===== config.mk =====
export PLATFORM = sky130hd
export DESIGN_NAME = ifns_decoder_5
export DESIGN_NICKNAME = d
export VERILOG_FILES = /design/src/rtl/ifns_decoder_5.sv
export SDC_FILE = /design/constraint.sdc
export NUM_CORES = 1
export LEC_CHECK = 0
export BUFFER_PORTS_ARGS = -buffer_cell sky130_fd_sc_hd__clkbuf_2
export CAP_MARGIN = 20
export CORE_MARGIN = 4
export CORE_UTILIZATION = 53
export CTS_CLUSTER_DIAMETER = 80
export DETAILED_ROUTE_END_ITERATION = 10
export PLACE_DENSITY = 0.84
export SYNTH_ARGS = -nofsm -noshare
export SYNTH_HDL_FRONTEND = slang
export SYNTH_SLANG_ARGS = --single-unit

===== constraint.sdc =====
create_clock -name clock -period 4.5 [get_ports clock]
set_input_delay 0.9 -clock clock [delete_from_list [all_inputs] [get_ports clock]]
set_output_delay 0.9 -clock clock [all_outputs]
set_load 0.01 [all_outputs]

===== src/rtl/ifns_decoder_5.sv =====
// ifns_decoder_5: 2-stage valid/ready decoder from 5-bit IFNS codewords to 4-bit data.
// Optional saturating illegal-codeword counter enabled by macro IFNS_DECODER_ERRCNT_EN.
module ifns_decoder_5 (
    input  logic       clock,
    input  logic       rst_n,
    input  logic [5:1] codein,
    input  logic       valid_in,
    output logic       ready_in,
    output logic [3:0] dataout,
    output logic       valid_out,
    input  logic       ready_out,
    output logic       err_flag,
    output logic [7:0] err_count
);
    logic [5:1] s1_code;
    logic       s1_valid;
    logic       adv2;
    logic       illegal;
    logic [3:0] dec;
    assign ready_in = ready_out | ~s1_valid | ~valid_out;
    assign adv2     = ready_out | ~valid_out;
    // an interior bit that differs from both neighbours forms 010 or 101
    assign illegal  = |((s1_code[4:2] ^ s1_code[5:3]) & (s1_code[4:2] ^ s1_code[3:1]));
    // legal codewords in ascending order carry data 0..F
    always_comb begin
        dec = 4'h0;
        case (s1_code)
            5'd0:  dec = 4'h0;
            5'd1:  dec = 4'h1;
            5'd3:  dec = 4'h2;
            5'd6:  dec = 4'h3;
            5'd7:  dec = 4'h4;
            5'd12: dec = 4'h5;
            5'd14: dec = 4'h6;
            5'd15: dec = 4'h7;
            5'd16: dec = 4'h8;
            5'd17: dec = 4'h9;
            5'd19: dec = 4'hA;
            5'd24: dec = 4'hB;
            5'd25: dec = 4'hC;
            5'd28: dec = 4'hD;
            5'd30: dec = 4'hE;
            5'd31: dec = 4'hF;
            default: dec = 4'h0;
        endcase
    end
    always_ff @(posedge clock or negedge rst_n) begin
        if (!rst_n) begin
            s1_code   <= '0;
            s1_valid  <= 1'b0;
            dataout   <= 4'h0;
            err_flag  <= 1'b0;
            valid_out <= 1'b0;
        end else begin
            if (ready_in) begin
                s1_code  <= codein;
                s1_valid <= valid_in;
            end
            if (adv2) begin
                valid_out <= s1_valid;
                if (s1_valid) begin
                    dataout  <= illegal ? 4'h0 : dec;
                    err_flag <= illegal;
                end
            end
        end
    end
`ifdef IFNS_DECODER_ERRCNT_EN
    always_ff @(posedge clock or negedge rst_n) begin
        if (!rst_n)
            err_count <= 8'h00;
        else if (valid_out && ready_out && err_flag && err_count != 8'hFF)
            err_count <= err_count + 8'h01;
    end
`else
    assign err_count = 8'h00;
`endif
endmodule

==> flow_summary.toml, run 1 <==
[grt]
grt_pass1_wl_um = 2110
grt_start_max_net_pins = 14
grt_pass1_vias = 491
grt-ovfl-total = 0
antenna_found_initial = 0
grt_use_total_pct = 13.8

[synthesis]
synthFlopType = "dfrtp_1"
synthCells = 79
syn_area_um2 = 810
yosysWarningCount = 0
synth_top_area_cell = "dfrtp_1"
yosysUniqueCellTypes = 27
ys_async_sr_fraction_pct = 100
synth_edf_count = 0
synth_top_cell_area_share_pct = 37.1
yosysSeqAreaShare_pct = 37.1
syn_avg_cell_area_um2 = 10.2
netlist_top_cells_area = "dfrtp_1 37%, ha_1 11%, buf_4 7.4%"
ys_ff_latch = 12

[placed_design]
dp_cells = 105
gp_congestion = 0.766
hpwl_um = 1020
io_buffers = 15

[setup_path]
cp-start-kind = "primary input"
cp-end-kind = "primary output"
worstPathMaxFanout = 10
crit_required_ps = 3600
path_depth = 3
cpLargestDelayFamily = "simple AND/OR/NAND/NOR gates"
crit_type = "primary input to primary output"
critPathMaxStageDelay_ps = 330
crit_chain = "clkbuf_2 > nand3b_1 > clkbuf_2"
cp_num_buf_inv = 2
cpMaxStageDelayCell = "nand3b_1"
reg2reg_depth = 4
arrival_ps = 1540
crit_path_frequent_cell = "clkbuf_2"
regToRegSetupSlack_ps = 2680

[sta]
rsz0062_at_grt = "false"
min_period_over_period_pct = 54.1
hold_viol = 0
setup_viol = 0
drv_slew = 0
fin_crit_ps = 2440
tns_ps = 0
max_freq_mhz = 411
skew_ps = 2.02

[floorplan]
row_count = 13
dieHeight_um = 47.1
ioPinCount = 24
fp.coreArea_um2 = 1370
start_util_pct = 59.2
die_w_um = 47.1
die_area_um2 = 2220

[clocking]
cts.path.max_buffers = 2
post-cts-setup-buffers = 0
clk_pin_slew_ps = 60
cts_hold_buffers = 0
cts_buffers = 3
clock_sinks = 12
clk_latency_ps = 270
cts_htree_levels = 1
post_cts_resized = 0
ctsRootBufferMaster = "clkbuf_4"
tritoncts = "yes"

[route]
drcViolationCount = 0
wl_per_cell_um = 11.5
drt-initial-drc-count = 7
ant_nets = 0
via_per_inst = 5.19
drt_pass1_iterations = 4
routed_wl_um = 1240
num_vias = 560

[finish]
layout_common_cells = "15 x clkbuf_2, 12 x dfrtp_1, 10 x nand2_1, 8 x conb_1, 7 x ha_1"
fin_nets = 111
multi_input_area_um2 = 437
num_antenna_cells = 0
regArea_um2 = 300
layout-drive-gt1-share_pct = 31.2
syn_to_final_growth_pct = 6.80
layout.cells.non_filler = 108
final_common_cell = "clkbuf_2"
fillers = 120

[run]
cap_violations = 0

[pwr]
total_power_uw = 290
p_leak_nw = 0.443
peakVddDrop_v = 0.000236
p_per_area_nw_per_um2 = 335

[hold_path]
holdPathStages = 2
min_path_type = "flop to flop"

[status]
outcome = "complete, no violations"
[metrics by stage]
| stage | hold WS (ps) | setup WS [ps] | util, % | instance area [um^2] |
|---|---|---|---|---|
| 4_1_cts | 490 | 2050 | 63.3 | 865 |
| 3_3_place_gp | 462 | 2080 | 61.6 | 842 |
| 6_report | 480 | 2060 | 63.3 | 865 |
| 2_1_floorplan | 457 | 2380 | - | 836 |
| 3_5_place_dp | 469 | 2060 | 61.6 | 842 |
| 5_1_grt | 501 | 1970 | 63.3 | 865 |
[synthesized netlist by cell type, types with 2 or more instances]
cell type	count
nand2_1	10
nand2b_1	3
o21ai_0	5
buf_4	8
nand3b_1	2
nor2_1	3
mux2i_1	2
and2b_2	2
ha_1	7
buf_6	2
mux2_2	4
o31ai_1	3
inv_1	3
dfrtp_1	12
[layout make-up]
cell class | instances | share of cell area (%)
sequential | 12 | 34.7
clock buffer | 3 | 2.60
multi-input combinational | 60 | 50.5
tap | 15 | 2.17
inverter | 3 | 1.30
timing repair buffer | 15 | 8.68
[where the power goes]
group / switching, mW / total, mW / internal (mW)
combinational: 0.0455 / 0.0858 / 0.0404
sequential: 0.0168 / 0.141 / 0.124
clock: 0.0323 / 0.0633 / 0.0310
total: 0.0946 / 0.290 / 0.195
[kinds of logic (layout without fill, tap and decap cells)]
family	count (synthesis)	after routing	share of synthesized area, %
adder cells (fa/ha/maj)	7	7	10.8
AND/OR/NAND/NOR	24	24	16.7
flip-flops	12	12	37.1
buffers and inverters	14	21	12.2
AO/OA/AOI/OAI	15	15	14.7
other	1	8	0.463
multiplexers	6	6	8.04
[layer usage]
metal	global-route usage, %	share of wire [%]	routed length (um)
met5	0	0	0
met4	4.97	1.1	14
met3	6.13	7.0	87
met2	23.6	49	600
met1	15.1	43	534
[sequential cells by signal, summed over array words and instances (netlist names)]
register,cells
dataout,4
err_flag,1
s1_code,5
s1_valid,1
valid_out,1
[final timing paths]
path	start	to
setup / recovery	ready_out	ready_in
hold / removal	dataout[0]	dataout[0]
setup reg to reg	s1_code[3]	dataout[1]
hold reg to reg	dataout[0]	dataout[0]
max in group asynchronous	rst_n	dataout[1]
min in group asynchronous	rst_n	s1_valid
[worst min-delay path, cell delays in order (launching register included)]
cell	delay [ps]
dfrtp_1	340
nand2_1	50
o31ai_1	60
No activity file was read; power rests on OpenSTA's default activity.
==> run 2: changes to the inputs <==
--- a/config.mk
+++ b/config.mk
@@ -8,10 +8,10 @@
 export BUFFER_PORTS_ARGS = -buffer_cell sky130_fd_sc_hd__clkbuf_2
 export CAP_MARGIN = 20
 export CORE_MARGIN = 4
-export CORE_UTILIZATION = 53
+export CORE_UTILIZATION = 45
 export CTS_CLUSTER_DIAMETER = 80
 export DETAILED_ROUTE_END_ITERATION = 10
-export PLACE_DENSITY = 0.84
+export PLACE_DENSITY = 0.76
 export SYNTH_ARGS = -nofsm -noshare
 export SYNTH_HDL_FRONTEND = slang
 export SYNTH_SLANG_ARGS = --single-unit
==> constraint.sdc (replaced) <==
create_clock -name clock -period 2 [get_ports clock]
set_input_delay 0.4 -clock clock [delete_from_list [all_inputs] [get_ports clock]]
set_output_delay 0.4 -clock clock [all_outputs]
set_load 0.01 [all_outputs]
==> run 2 against run 1 <==
Register-to-register slack got worse by 2400 ps. Design area rose by 2.3%. First-iteration DRC count did not move. Critical path type is now flop to flop.
==> flow_summary.toml, run 2 (synthesis results as in run 1) <==
[sta]
max_freq_mhz = 582
hold_viol = 0
setup_viol = 0
tns_ps = 0
skew_ps = 0.578
drv_slew = 0
fin_crit_ps = 1720
min_period_over_period_pct = 85.9
holdWs_ps = 6.59
rsz0062_at_grt = "false"

[setup_path]
arrival_ps = 1880
cp-end-kind = "flop"
cp-startpoint = "s1_code[2]"
cp-start-kind = "flop"
worstPathMaxFanout = 7
regToRegSetupSlack_ps = 280
rr_startpoint = "s1_code[2]"
reg2reg_depth = 5
crit_type = "flop to flop"
crit_required_ps = 2160

[clocking]
post-cts-setup-buffers = 0
post_cts_resized = 0
clk_latency_ps = 260
tritoncts = "yes"
cts_hold_buffers = 0
cts.path.max_buffers = 2
clk_pin_slew_ps = 60
cts_buffers = 3
clock_sinks = 12
cts_htree_levels = 1
ctsRootBufferMaster = "clkbuf_4"

[pwr]
peakVddDrop_v = 0.000532
p_per_area_nw_per_um2 = 744
p_leak_nw = 0.448
total_power_uw = 658

[grt]
grt_use_total_pct = 12.8
grt-ovfl-total = 0
grt_pass1_wl_um = 2450
grt_pass1_vias = 566
grt_start_max_net_pins = 13
antenna_found_initial = 0

[run]
cap_violations = 0

[route]
drt_pass1_iterations = 4
drt-initial-drc-count = 7
via_per_inst = 4.74
num_vias = 564
drcViolationCount = 0
routed_wl_um = 1430
ant_nets = 0
wl_per_cell_um = 12.0

[finish]
regArea_um2 = 300
fin_area_um2 = 885
largest_reg_flops = 5
layout_common_cells = "15 x clkbuf_2, 12 x dfrtp_1, 10 x nand2_1, 8 x conb_1, 7 x ha_1"
fin_util_pct = 51.8
multi_input_area_um2 = 437
final_common_cell = "clkbuf_2"
syn_to_final_growth_pct = 9.27
fillers = 166
largest_registers = "s1_code x5, dataout x4"
fin_nets = 112
layout-drive-gt1-share_pct = 31.9
num_antenna_cells = 0
largest-register = "s1_code"

[placed_design]
gp_congestion = 0.821
hpwl_um = 1190
io_buffers = 15
postPlaceCellArea_um2 = 862

[floorplan]
dieHeight_um = 50.4
ioPinCount = 24
die_area_um2 = 2540
start_util_pct = 47.4
fp.coreArea_um2 = 1710
die_w_um = 50.4
row_count = 15

[status]
outcome = "complete, no violations"

[hold_path]
min_path_type = "primary input to async pin"
-- run 2: cell count changes in the layout (fill, tap and decap cells not counted) --
cell | previous run | this run
buf_4 | 0 | 1
-- run 2: cell type report --
cell class / count / area share (%)
Multi-Input combinational cell: 60 / 49.4
Sequential cell: 12 / 33.9
Timing Repair Buffer: 16 / 9.34
Tap cell: 25 / 3.54
Clock buffer: 3 / 2.55
Inverter: 3 / 1.27
-- run 2: path summary, 6_finish.rpt --
| path | end |
|---|---|
| max in group asynchronous | dataout[1] |
| min in group clock | s1_valid |
| worst min register to register | dataout[0] |
| worst max-delay path | dataout[1] |
| worst min-delay path | s1_code[3] |
| worst max register to register | dataout[1] |
-- run 2: worst max-delay path, cell delays in order, from the launching register on --
cell      delay (ps)
dfrtp_1          470
inv_1            140
ha_1             330
o21ai_2          160
o311ai_2         180
o41ai_2          340
-- run 2: power breakdown --
group	switching (mW)	leakage, nW	total (mW)	internal [mW]
clock	0.0674	0.0138	0.137	0.0695
combinational	0.115	0.288	0.209	0.0939
sequential	0.0328	0.146	0.312	0.279
total	0.216	0.448	0.658	0.443
-- run 2: metrics by stage --
stage / worst slack, ps / cells
3_5_place_dp: 286 / 116
2_1_floorplan: 473 / 86
3_3_place_gp: 404 / 116
4_1_cts: 268 / 119
6_report: 283 / 119
5_1_grt: 159 / 119
-- run 2: routing by layer --
metal / vias to the layer above / routed length, um / track usage (%) / part of all wire [%]
met5: - / 0 / 0 / 0
met4: 0 / 0 / 1.35 / 0
met3: 0 / 104 / 5.64 / 7.3
met2: 16 / 738 / 23.0 / 52
met1: 262 / 590 / 14.3 / 41
li1: 286 / - / - / -
==> run 3: changes to the inputs <==
--- a/config.mk
+++ b/config.mk
@@ -8,10 +8,10 @@
 export BUFFER_PORTS_ARGS = -buffer_cell sky130_fd_sc_hd__clkbuf_2
 export CAP_MARGIN = 20
 export CORE_MARGIN = 4
-export CORE_UTILIZATION = 45
+export CORE_UTILIZATION = 53
 export CTS_CLUSTER_DIAMETER = 80
 export DETAILED_ROUTE_END_ITERATION = 10
-export PLACE_DENSITY = 0.76
+export PLACE_DENSITY = 0.84
 export SYNTH_ARGS = -nofsm -noshare
 export SYNTH_HDL_FRONTEND = slang
 export SYNTH_SLANG_ARGS = --single-unit
==> constraint.sdc (replaced) <==
create_clock -name clock -period 2.06 [get_ports clock]
set_input_delay 0.412 -clock clock [delete_from_list [all_inputs] [get_ports clock]]
set_output_delay 0.412 -clock clock [all_outputs]
set_load 0.01 [all_outputs]
==> run 3 against run 2 <==
Die area fell by 13%. Maximum frequency increased by 1.5%. Combinational power shrank 3%. Non-clock buffer count up 1. Core utilization up 14 points. Critical path type unchanged. Largest power group unchanged. Design area up 0.99%.
==> flow_summary.toml, run 3 (synthesis results as in run 1) <==
[status]
outcome = "complete, no violations"

[route]
routed_wl_um = 1430
top_layer = "met4"
met3WireLength_um = 84
drt_pass1_iterations = 2
via_per_inst = 5.19
ant_nets = 0
drt-initial-drc-count = 4
wl_met2_um = 678
wl_met1_um = 653
wl_per_cell_um = 12.8
drcViolationCount = 0
num_vias = 576

[finish]
layout-drive-gt1-share_pct = 33.3
largest_reg_flops = 5
regArea_um2 = 300
largest_registers = "s1_code x5, dataout x4"
num_antenna_cells = 0
syn_to_final_growth_pct = 10.4
fin_area_um2 = 893
fin_nets = 113
largest-register = "s1_code"
layout.cells.non_filler = 111
final_common_cell = "clkbuf_2"
fillers = 120
multi_input_area_um2 = 437
layout_common_cells = "15 x clkbuf_2, 12 x dfrtp_1, 10 x nand2_1, 8 x conb_1, 7 x ha_1"
fin_util_pct = 65.4

[clocking]
post-cts-setup-buffers = 0
cts_hold_buffers = 0
cts_htree_levels = 1
cts.path.max_buffers = 2
clk_pin_slew_ps = 80
clock_sinks = 12
clk_latency_ps = 280
tritoncts = "yes"
cts_buffers = 3
ctsRootBufferMaster = "clkbuf_4"
post_cts_resized = 0

[placed_design]
io_buffers = 15
place_ws_ps = 373
postPlaceCellArea_um2 = 857
gp_congestion = 0.799
hpwl_um = 1120
dp_cells = 107

[floorplan]
dieHeight_um = 47.1
fp.coreArea_um2 = 1370
ioPinCount = 24
die_w_um = 47.1
die_area_um2 = 2220
row_count = 13
start_util_pct = 59.2

[sta]
min_period_over_period_pct = 82.1
rsz0062_at_grt = "false"
hold_viol = 0
finalWorstSetupSlack_ps = 368
holdWs_ps = 3.93
fin_crit_ps = 1690
tns_ps = 0
skew_ps = 9.31
max_freq_mhz = 591
drv_slew = 0
setup_viol = 0

[setup_path]
critPathMaxStageDelay_ps = 480
cp-end-kind = "flop"
crit_type = "flop to flop"
worstPathMaxFanout = 7
cp-start-kind = "flop"
crit_required_ps = 2250
cpMaxStageDelayCell = "dfrtp_1"
arrival_ps = 1880
crit_chain = "inv_1 > ha_1 > o21ai_2 > o311ai_2 > o41ai_2"
cp_num_buf_inv = 1
cpLargestDelayFamily = "compound AO/OA/AOI/OAI gates"

[grt]
grt_pass1_wl_um = 2300
antenna_found_initial = 0
grt_start_max_net_pins = 13
grt_pass1_vias = 517
grt-ovfl-total = 0
grt_use_total_pct = 15.2

[pwr]
peakVddDrop_v = 0.000548
total_power_uw = 696
p_per_area_nw_per_um2 = 779
p_leak_nw = 0.459

[run]
cap_violations = 0

[hold_path]
min_path_type = "primary input to async pin"
==> run 3: cell types whose count changed in the layout (fill, tap and decap cells not counted) <==
cell	change
buf_4	+1
clkbuf_8	+1
==> run 3: final timing paths <==
kind | slack, ps | to | from | cells past startpoint
worst max-delay path | 370 | dataout[1] | s1_code[2] | 5
worst min-delay path | 4 | dataout[0] | rst_n | 1
worst max register to register | 370 | dataout[1] | s1_code[2] | 5
worst min register to register | 480 | dataout[0] | dataout[0] | 2
max in group asynchronous | 1810 | s1_code[5] | rst_n | 1
min in group clock | 320 | s1_valid | valid_in | 2
==> run 3: area by class of cell <==
cell class / count / area share [%]
flip-flops and latches: 12 / 33.6
inverters: 3 / 1.26
well taps: 15 / 2.10
multi-input cells: 60 / 48.9
repair buffers: 17 / 10.1
clock buffers: 4 / 4.06
==> run 3: where the power goes <==
group	total, mW	switching [mW]	internal [mW]	leakage (nW)
Sequential	0.302	0.0311	0.271	0.146
Combinational	0.202	0.109	0.0928	0.293
Clock	0.192	0.0842	0.107	0.0210
Total	0.696	0.225	0.471	0.459
==> run 3: per-layer routing <==
layer / vias up / global-route usage (%)
met3: 2 / 3.45
met2: 19 / 25.5
met1: 266 / 18.5
li1: 289 / -
met4: 0 / 6.63
met5: - / 0
